==> src/rtl/hms_clock_pkg.sv <==
// rtl/hms_clock_pkg.sv - state encoding, field limits and blink masks for the time-of-day controller
package hms_clock_pkg;

    typedef enum logic [1:0] {
        ST_RUN      = 2'd0,
        ST_SET_SEC  = 2'd1,
        ST_SET_MIN  = 2'd2,
        ST_SET_HOUR = 2'd3
    } state_e;

    localparam logic [5:0] SEC_MAX  = 6'd59;
    localparam logic [5:0] MIN_MAX  = 6'd59;
    localparam logic [4:0] HOUR_MAX = 5'd23;

    localparam logic [5:0] BLANK_SEC  = 6'b000011;
    localparam logic [5:0] BLANK_MIN  = 6'b001100;
    localparam logic [5:0] BLANK_HOUR = 6'b110000;

    localparam int ALARM_TICKS = 60;

    // Values at or beyond the limit (including unreachable ones) roll to zero
    function automatic logic [5:0] wrap_inc6(input logic [5:0] v, input logic [5:0] lim);
        return (v >= lim) ? 6'd0 : v + 6'd1;
    endfunction

    function automatic logic [4:0] wrap_inc5(input logic [4:0] v, input logic [4:0] lim);
        return (v >= lim) ? 5'd0 : v + 5'd1;
    endfunction

    function automatic logic [5:0] blank_mask(input state_e st);
        case (st)
            ST_SET_SEC:  return BLANK_SEC;
            ST_SET_MIN:  return BLANK_MIN;
            ST_SET_HOUR: return BLANK_HOUR;
            default:     return 6'd0;
        endcase
    endfunction

endpackage

==> src/rtl/hms_clock_ctrl_btn_edge.sv <==
// rtl/hms_clock_ctrl_btn_edge.sv - registered rising-edge press detector for one debounced button
module btn_edge (
    input  logic clk,
    input  logic rst,
    input  logic i_btn,
    output logic o_press
);

    logic lvl_q, lvl_d;
    logic prev_q, prev_d;
    logic armed_q, armed_d;

    // armed stays low until the button is seen released, so a level held through reset never counts
    always_comb begin
        lvl_d   = i_btn;
        prev_d  = lvl_q;
        armed_d = armed_q | ~i_btn;
    end

    always_ff @(posedge clk or posedge rst) begin
        if (rst) begin
            lvl_q   <= 1'b0;
            prev_q  <= 1'b0;
            armed_q <= 1'b0;
        end else begin
            lvl_q   <= lvl_d;
            prev_q  <= prev_d;
            armed_q <= armed_d;
        end
    end

    assign o_press = lvl_q & ~prev_q & armed_q;

endmodule

==> src/rtl/hms_clock_ctrl.sv <==
// rtl/hms_clock_ctrl.sv - hh:mm:ss counter with button set mode and blink mask; alarm under HMS_CLOCK_CTRL_ALARM_EN
module hms_clock_ctrl
    import hms_clock_pkg::*;
#(
    parameter int BLINK_HALF = 25000000
) (
    input  logic       clk,
    input  logic       rst,
    input  logic       i_tick,
    input  logic       i_btn_mode,
    input  logic       i_btn_sel,
    input  logic       i_btn_inc,
`ifdef HMS_CLOCK_CTRL_ALARM_EN
    input  logic       i_alarm_on,
    input  logic [4:0] i_alarm_hour,
    input  logic [5:0] i_alarm_min,
    output logic       o_alarm,
`endif
    output logic [5:0] o_sec,
    output logic [5:0] o_min,
    output logic [4:0] o_hour,
    output logic [1:0] o_state,
    output logic [5:0] o_blank
);

    localparam int CW = $clog2(BLINK_HALF);

    logic press_mode, press_sel, press_inc;

    btn_edge u_mode (.clk(clk), .rst(rst), .i_btn(i_btn_mode), .o_press(press_mode));
    btn_edge u_sel  (.clk(clk), .rst(rst), .i_btn(i_btn_sel),  .o_press(press_sel));
    btn_edge u_inc  (.clk(clk), .rst(rst), .i_btn(i_btn_inc),  .o_press(press_inc));

    state_e        state_q, state_d;
    logic [5:0]    sec_q, sec_d;
    logic [5:0]    min_q, min_d;
    logic [4:0]    hour_q, hour_d;
    logic [CW-1:0] cnt_q, cnt_d;
    logic          phase_q, phase_d;
    logic [5:0]    blank_q, blank_d;
    logic          blink_clr;
    logic          tick_run;

    always_comb begin
        state_d   = state_q;
        sec_d     = sec_q;
        min_d     = min_q;
        hour_d    = hour_q;
        cnt_d     = cnt_q;
        phase_d   = phase_q;
        blink_clr = 1'b0;
        tick_run  = (state_q == ST_RUN) && i_tick;

        if (tick_run) begin
            sec_d = wrap_inc6(sec_q, SEC_MAX);
            if (sec_q >= SEC_MAX) begin
                min_d = wrap_inc6(min_q, MIN_MAX);
                if (min_q >= MIN_MAX) begin
                    hour_d = wrap_inc5(hour_q, HOUR_MAX);
                end
            end
        end

        // mode outranks sel, sel outranks inc
        if (press_mode) begin
            state_d   = (state_q == ST_RUN) ? ST_SET_SEC : ST_RUN;
            blink_clr = 1'b1;
        end else if (press_sel) begin
            case (state_q)
                ST_SET_SEC:  state_d = ST_SET_MIN;
                ST_SET_MIN:  state_d = ST_SET_HOUR;
                ST_SET_HOUR: state_d = ST_SET_SEC;
                default:     state_d = ST_RUN;
            endcase
            blink_clr = 1'b1;
        end else if (press_inc) begin
            case (state_q)
                ST_SET_SEC:  sec_d  = wrap_inc6(sec_q, SEC_MAX);
                ST_SET_MIN:  min_d  = wrap_inc6(min_q, MIN_MAX);
                ST_SET_HOUR: hour_d = wrap_inc5(hour_q, HOUR_MAX);
                default:     ;
            endcase
            blink_clr = 1'b1;
        end

        if ((state_d == ST_RUN) || blink_clr) begin
            cnt_d   = '0;
            phase_d = 1'b0;
        end else if (cnt_q == CW'(BLINK_HALF - 1)) begin
            cnt_d   = '0;
            phase_d = ~phase_q;
        end else begin
            cnt_d = cnt_q + 1'b1;
        end

        blank_d = phase_d ? blank_mask(state_d) : 6'd0;
    end

    always_ff @(posedge clk or posedge rst) begin
        if (rst) begin
            state_q <= ST_RUN;
            sec_q   <= 6'd0;
            min_q   <= 6'd0;
            hour_q  <= 5'd0;
            cnt_q   <= '0;
            phase_q <= 1'b0;
            blank_q <= 6'd0;
        end else begin
            state_q <= state_d;
            sec_q   <= sec_d;
            min_q   <= min_d;
            hour_q  <= hour_d;
            cnt_q   <= cnt_d;
            phase_q <= phase_d;
            blank_q <= blank_d;
        end
    end

`ifdef HMS_CLOCK_CTRL_ALARM_EN
    logic       alarm_q, alarm_d;
    logic [5:0] acnt_q, acnt_d;
    logic       alarm_hit;

    always_comb begin
        alarm_d   = alarm_q;
        acnt_d    = acnt_q;
        alarm_hit = tick_run && i_alarm_on && (hour_d == i_alarm_hour) &&
                    (min_d == i_alarm_min) && (sec_d == 6'd0);
        if (press_mode || press_sel || press_inc || !i_alarm_on || (state_d != ST_RUN)) begin
            alarm_d = 1'b0;
        end else if (alarm_hit) begin
            alarm_d = 1'b1;
            acnt_d  = 6'd0;
        end else if (alarm_q && tick_run) begin
            if (acnt_q == 6'(ALARM_TICKS - 1)) begin
                alarm_d = 1'b0;
            end else begin
                acnt_d = acnt_q + 6'd1;
            end
        end
    end

    always_ff @(posedge clk or posedge rst) begin
        if (rst) begin
            alarm_q <= 1'b0;
            acnt_q  <= 6'd0;
        end else begin
            alarm_q <= alarm_d;
            acnt_q  <= acnt_d;
        end
    end

    assign o_alarm = alarm_q;
`endif

    assign o_sec   = sec_q;
    assign o_min   = min_q;
    assign o_hour  = hour_q;
    assign o_state = state_q;
    assign o_blank = blank_q;

endmodule
==> config.mk <==
export PLATFORM = sky130hd
export DESIGN_NAME = hms_clock_ctrl
export DESIGN_NICKNAME = d
export VERILOG_FILES = /design/src/rtl/hms_clock_pkg.sv /design/src/rtl/hms_clock_ctrl_btn_edge.sv /design/src/rtl/hms_clock_ctrl.sv
export SDC_FILE = /design/constraint.sdc
export NUM_CORES = 1
export LEC_CHECK = 0
export BUFFER_PORTS_ARGS = -buffer_cell sky130_fd_sc_hd__buf_4
export CAP_MARGIN = 20
export CORE_MARGIN = 2
export CORE_UTILIZATION = 40
export CTS_BUF_LIST = sky130_fd_sc_hd__clkbuf_4 sky130_fd_sc_hd__clkbuf_8 sky130_fd_sc_hd__clkbuf_16
export DETAILED_ROUTE_END_ITERATION = 8
export HOLD_SLACK_MARGIN = 0.02
export SKIP_LAST_GASP = 1
export SYNTH_ARGS = -nofsm -noshare
export SYNTH_HDL_FRONTEND = slang
export SYNTH_HIERARCHICAL = 1
export SYNTH_SLANG_ARGS = --single-unit
==> constraint.sdc <==
create_clock -name clk -period 2.3 [get_ports clk]
set_clock_uncertainty 0.1 [all_clocks]
set_input_delay 0.46 -clock clk [delete_from_list [all_inputs] [get_ports clk]]
set_output_delay 0.46 -clock clk [all_outputs]
set_load 0.02 [all_outputs]
==> impl_metrics.env, run 1 <==
export IMPL_status="finished clean"
export IMPL_drc=0
export IMPL_die_w_um=86.2
export IMPL_grt_usage=0.152
export IMPL_synth_avg_cell_area_um2=10.2
export IMPL_nets=326
export IMPL_start_util=0.420
export IMPL_drt_pre_antenna_iters=4
export IMPL_synthTopCellsByCount="57 x dfrtp_1, 38 x nor2_1, 19 x nand2_1"
export IMPL_cp_arrival_ps=2300
export IMPL_hpwl_mm=3.53
export IMPL_fin_tns_setup_ps=0
export IMPL_cp_data_required_time_ps=2400
export IMPL_drt_wirelength_per_cell_um=13.0
export IMPL_via_count=1969
export IMPL_insertion_delay_ps=330
export IMPL_fillers=589
export IMPL_antenna_cells=0
export IMPL_io_pins=31
export IMPL_ys_ff_latch=57
export IMPL_final_antenna_net_count=0
export IMPL_ys_types=41
export IMPL_syn_area_um2=2700
export IMPL_routabilityCongestion=0.780
export IMPL_synth_top_area_share=0.528
export IMPL_grt_overflow_total=0
export IMPL_vdd_drop_max_mv=0.487
export IMPL_finalHoldViolCount=0
export IMPL_yosysSeqAreaShare=0.528
export IMPL_worst_setup_path_type="register to register"
export IMPL_yosys_warnings=6
export IMPL_powerDensity_nw_per_um2=873
export IMPL_syn_inst=265
export IMPL_die_h_um=86.2
export IMPL_pre_cts_ws_ps=-55.7
export IMPL_worstMarginPinSlew_ps=852
export IMPL_viasPerCell=5.01
export IMPL_grt_max_degree=25
export IMPL_port_buffers=30
export IMPL_cts_sinks=57
export IMPL_clockRootBuffer="clkbuf_8"
export IMPL_drv_slew=0
export IMPL_syn_nets=279
export IMPL_maxCapViolCount=0
export IMPL_grt_pass1_vias=1777
export IMPL_min_path_type="input port to register"
export IMPL_synthToLayoutAreaGrowth_pct=22.1
export IMPL_period_needed_ps=2200
export IMPL_p_leak_nw=1.53
export IMPL_grt_pass1_wl_mm=8.58
export IMPL_synth_edff_count=0
export IMPL_cts_tree="built"
export IMPL_fin_crit_sh=0.957
export IMPL_async_flop_share=1.00
export IMPL_cts_buffers=9
export IMPL_crit_path_end_kind="register"
export IMPL_cp_cell_sequence="or4b_1, or4_1, nor4_4, buf_4, xnor2_2, nor3_1"
export IMPL_cts_clk_slew_worst_paths_ps=70
export IMPL_path_buf_inv=1
export IMPL_synthTopCellsByArea="dfrtp_1 53%, xor2_1 5.5%, nor2_1 5.3%"
export IMPL_rows=29
export IMPL_synth_ff_type="dfrtp_1"
export IMPL_post_route_util=0.513
export IMPL_core_area_um2=6420
export IMPL_htree_levels=3
export IMPL_critPathSlowestCell="or4_1"
export IMPL_yosysMostFrequentCell="dfrtp_1"
export IMPL_crit_path_max_fanout=4
export IMPL_crit_family="simple AND/OR/NAND/NOR gates"
export IMPL_relSlewSlack=0.432
export IMPL_startpoint_type="register"
export IMPL_rsz0062_at_grt="true"
export IMPL_yosysTopAreaCell="dfrtp_1"
export IMPL_dieArea_um2=7420
export IMPL_drt_iter0_drc=39
export IMPL_antenna_found_initial=0
export IMPL_cts_buffer_depth=2
export IMPL_wl_mm=5.12
export IMPL_setup_slack_ps=98.0
export IMPL_drive_gt1_frac=0.209
export IMPL_fmax_ghz=0.454
export IMPL_final_setup_viol_count=0
export IMPL_max_stage_delay_ps=530
==> logic make-up (layout without fill, tap and decap cells) <==
kind of cell,after synthesis,count (layout),share of synthesized area
compound gates,37,37,0.0825
xor+xnor,24,24,0.0778
flops,57,57,0.528
simple gates,116,116,0.222
mux,3,3,0.0116
buf+inv,19,70,0.0375
fa+ha+maj,9,9,0.0408
==> final timing paths <==
| path | start | slack, ps | depth (start not counted) | to |
|---|---|---|---|---|
| worst max-delay path | cnt_q[17] | 100 | 6 | o_blank[1] |
| worst min-delay path | i_btn_inc | 150 | 1 | u_inc/lvl_q |
| worst max register to register | cnt_q[17] | 100 | 6 | o_blank[1] |
| worst min register to register | u_sel/lvl_q | 270 | 0 | u_sel/prev_q |
| max in group asynchronous | rst | 900 | 4 | cnt_q[14] |
| min in group asynchronous | rst | 480 | 3 | u_sel/prev_q |
==> power by group <==
group / internal [mW] / switching (mW) / leakage [nW]
Combinational: 0.301 / 0.406 / 0.672
Clock: 0.562 / 0.377 / 0.106
Sequential: 1.11 / 0.125 / 0.754
==> layer usage <==
layer  up-vias  share of wire  GRT usage  routed length, um
met5         -              0          0                  0
met4         0          0.014     0.0779                 71
li1        995              -          -                  -
met3         6          0.036     0.0491                184
met1       936           0.51      0.207               2620
met2        32           0.44      0.215               2250
==> cells in the final DEF (no fill, tap or decap), types with 5 or more instances in the layout <==
master,count
dfrtp_1,57
buf_4,42
nor2_1,38
nand2_1,19
o21ai_0,18
xor2_1,17
nand3_1,15
clkbuf_8,11
inv_1,10
nand2b_1,8
ha_1,8
xnor2_1,6
o31ai_1,5
and3_1,5
nand4_1,5
==> state kept, by name (all words and copies together) (netlist names), 2 cells and up <==
signal   cells
cnt_q       25
o_blank      3
o_hour       5
o_min        6
o_sec        6
o_state      2
==> through the flow <==
step	instance area, um^2	power, mW	hold WS [ps]	std cells
after global placement	3060	1.95	258	376
after detailed placement	3060	1.97	259	376
after floorplan	2700	1.70	114	265
final	3300	2.88	146	393
after CTS	3280	2.93	124	392
after global routing	3300	3.07	125	393
==> cell type report <==
class / instances / area [um^2] / area share
Timing Repair Buffer: 44 / 345 / 0.105
Inverter: 11 / 41.3 / 0.0125
Clock inverter: 3 / 40.0 / 0.0121
Clock buffer: 12 / 159 / 0.0482
Multi-Input combinational cell: 189 / 1190 / 0.361
Tap cell: 77 / 96.3 / 0.0292
Sequential cell: 57 / 1430 / 0.433
==> timing repair <==
action,4_1_cts,5_1_grt
endpoints found under the hold margin,9,0
resized for setup,1,1
pin swaps,2,1
hold buffers,1,0
setup buffers,0,1
endpoints found under the setup margin,28,28
Power figures use the tool's default switching activity.
==> run 2, diff against run 1 <==
- PLACE_DENSITY_LB_ADDON: not set -> 0.15
==> run 2 against run 1 <==
- global-route usage grew 0.50 points
- cell area up 2.9%
- largest cell class unchanged
- largest power group unchanged
- combinational power rose by 16%
==> impl_metrics.env, run 2 (synthesis gave the netlist of run 1 again) <==
export IMPL_status="finished clean"
export IMPL_core_area_um2=6420
export IMPL_routabilityCongestion=0.710
export IMPL_rows=29
export IMPL_cts_sinks=57
export IMPL_wl_mm=5.13
export IMPL_dieArea_um2=7420
export IMPL_min_path_type="input port to register"
export IMPL_cts_buffer_depth=2
export IMPL_antenna_cells=0
export IMPL_cp_endpoint="cnt_q[15]"
export IMPL_die_h_um=86.2
export IMPL_grt_max_degree=31
export IMPL_largest_reg_flops=25
export IMPL_final_cell_mix="57 x dfrtp_1, 45 x buf_4, 38 x nor2_1, 19 x nand2_1, 18 x o21ai_0"
export IMPL_htree_levels=3
export IMPL_p_int_mw=2.05
export IMPL_grt_pass1_vias=1920
export IMPL_drive_gt1_frac=0.230
export IMPL_swShare=0.314
export IMPL_cp_data_required_time_ps=2420
export IMPL_grt_pass1_wl_mm=8.91
export IMPL_whs_ps=144
export IMPL_cts_buffers=9
export IMPL_drt_wirelength_per_cell_um=12.9
export IMPL_worstMarginPinSlew_ps=775
export IMPL_drc=0
export IMPL_max_stage_delay_ps=520
export IMPL_clockRootBuffer="clkbuf_8"
export IMPL_final_antenna_net_count=0
export IMPL_worst_setup_path_type="register to register"
export IMPL_viasPerCell=5.09
export IMPL_relSlewSlack=0.483
export IMPL_timing_rr_end="cnt_q[15]"
export IMPL_hpwl_mm=3.39
export IMPL_ff_latch_area_um2=1430
export IMPL_via_count=2029
export IMPL_reg2reg_slack_ps=120
export IMPL_final_cells=399
export IMPL_final_setup_viol_count=0
export IMPL_dp_cells=378
export IMPL_drv_slew=0
export IMPL_combPwrFrac=0.273
export IMPL_port_buffers=30
export IMPL_insertion_delay_ps=330
export IMPL_grt_overflow_total=0
export IMPL_start_util=0.420
export IMPL_power_share_clock=0.317
export IMPL_powerDensity_nw_per_um2=883
export IMPL_synthToLayoutAreaGrowth_pct=25.7
export IMPL_finalHoldViolCount=0
export IMPL_rsz0062_at_grt="false"
export IMPL_antenna_found_initial=0
export IMPL_multi_input_comb_area_um2=1190
export IMPL_fin_crit_sh=0.946
export IMPL_crit_start="cnt_q[17]"
export IMPL_period_needed_ps=2180
export IMPL_crit_path_max_fanout=12
export IMPL_drt_iter0_drc=116
export IMPL_pre_cts_ws_ps=-57.4
export IMPL_p_sw_mw=0.942
export IMPL_cts_tree="built"
export IMPL_p_leak_nw=1.58
export IMPL_seqPwrFrac=0.411
export IMPL_crit_path_end_kind="register"
export IMPL_drt_pre_antenna_iters=4
export IMPL_critPathSlowestCell="or4b_1"
export IMPL_startpoint_type="register"
export IMPL_io_pins=31
export IMPL_placed_area_um2=3090
export IMPL_grt_usage=0.157
export IMPL_maxCapViolCount=0
export IMPL_r2r_cells=7
export IMPL_r2r_start="cnt_q[17]"
export IMPL_regMostFlops="cnt_q"
export IMPL_setup_slack_ps=124
export IMPL_cp_cell_sequence="or4b_1, or4_4, nor4_4, or2_4, buf_4, buf_12, nor2_1"
export IMPL_holdPathStages=1
export IMPL_cp_arrival_ps=2300
export IMPL_postLayoutCellArea_um2=3390
export IMPL_post_route_util=0.528
export IMPL_final_common_cell="dfrtp_1"
export IMPL_total_power_mw=3.00
export IMPL_vdd_drop_max_mv=0.347
export IMPL_fillers=603
export IMPL_cts_clk_slew_worst_paths_ps=70
export IMPL_fin_tns_setup_ps=0
export IMPL_fmax_ghz=0.460
export IMPL_nets=332
export IMPL_die_w_um=86.2
==> run 2: repair_timing <==
| item | CTS | global route |
|---|---|---|
| endpoints found under the hold margin | 9 | 0 |
| gates cloned | 1 | 0 |
| setup endpoints to repair | 28 | 28 |
| pin swaps | 3 | 2 |
| hold buffers | 1 | 0 |
| resized for setup | 5 | 0 |
| setup buffers | 4 | 0 |
==> run 2: worst min path at each step <==
stage	end	slack [ps]	from
global placement	u_mode/prev_q	250	u_mode/lvl_q
detailed placement	u_mode/prev_q	260	u_mode/lvl_q
floorplan	u_inc/armed_q	110	rst
finish	u_mode/lvl_q	140	i_btn_mode
global route	u_sel/lvl_q	120	i_btn_sel
CTS	u_mode/lvl_q	120	i_btn_mode
==> run 2: power by group through the flow <==
stage	logic (mW)	clock network [mW]	registers (mW)
finish	0.818	0.948	1.23
global route	0.909	1.03	1.25
CTS	0.828	0.979	1.23
detailed placement	0.742	0	1.25
global placement	0.731	0	1.25
floorplan	0.352	0	1.35
==> run 2: final cells by class <==
cell class,count,share of cell area
Clock inverter,3,0.0118
Inverter,11,0.0122
Multi-Input combinational cell,189,0.352
Tap cell,77,0.0284
Clock buffer,12,0.0468
Timing Repair Buffer,50,0.128
Sequential cell,57,0.420
==> run 2: layer usage <==
layer	part of all wire	wire length (um)	up-vias	GRT usage
met5	0	0	-	0
met4	0.017	89	0	0.0779
met3	0.042	217	9	0.0491
met2	0.44	2280	41	0.228
met1	0.50	2550	968	0.211
li1	-	-	1011	-
==> run 2: worst max-delay path, delay by kind of cell (launching register included) <==
kind          cells  cell delay (ps)
simple gates      5             1350
flops             1              370
buf+inv           2              240
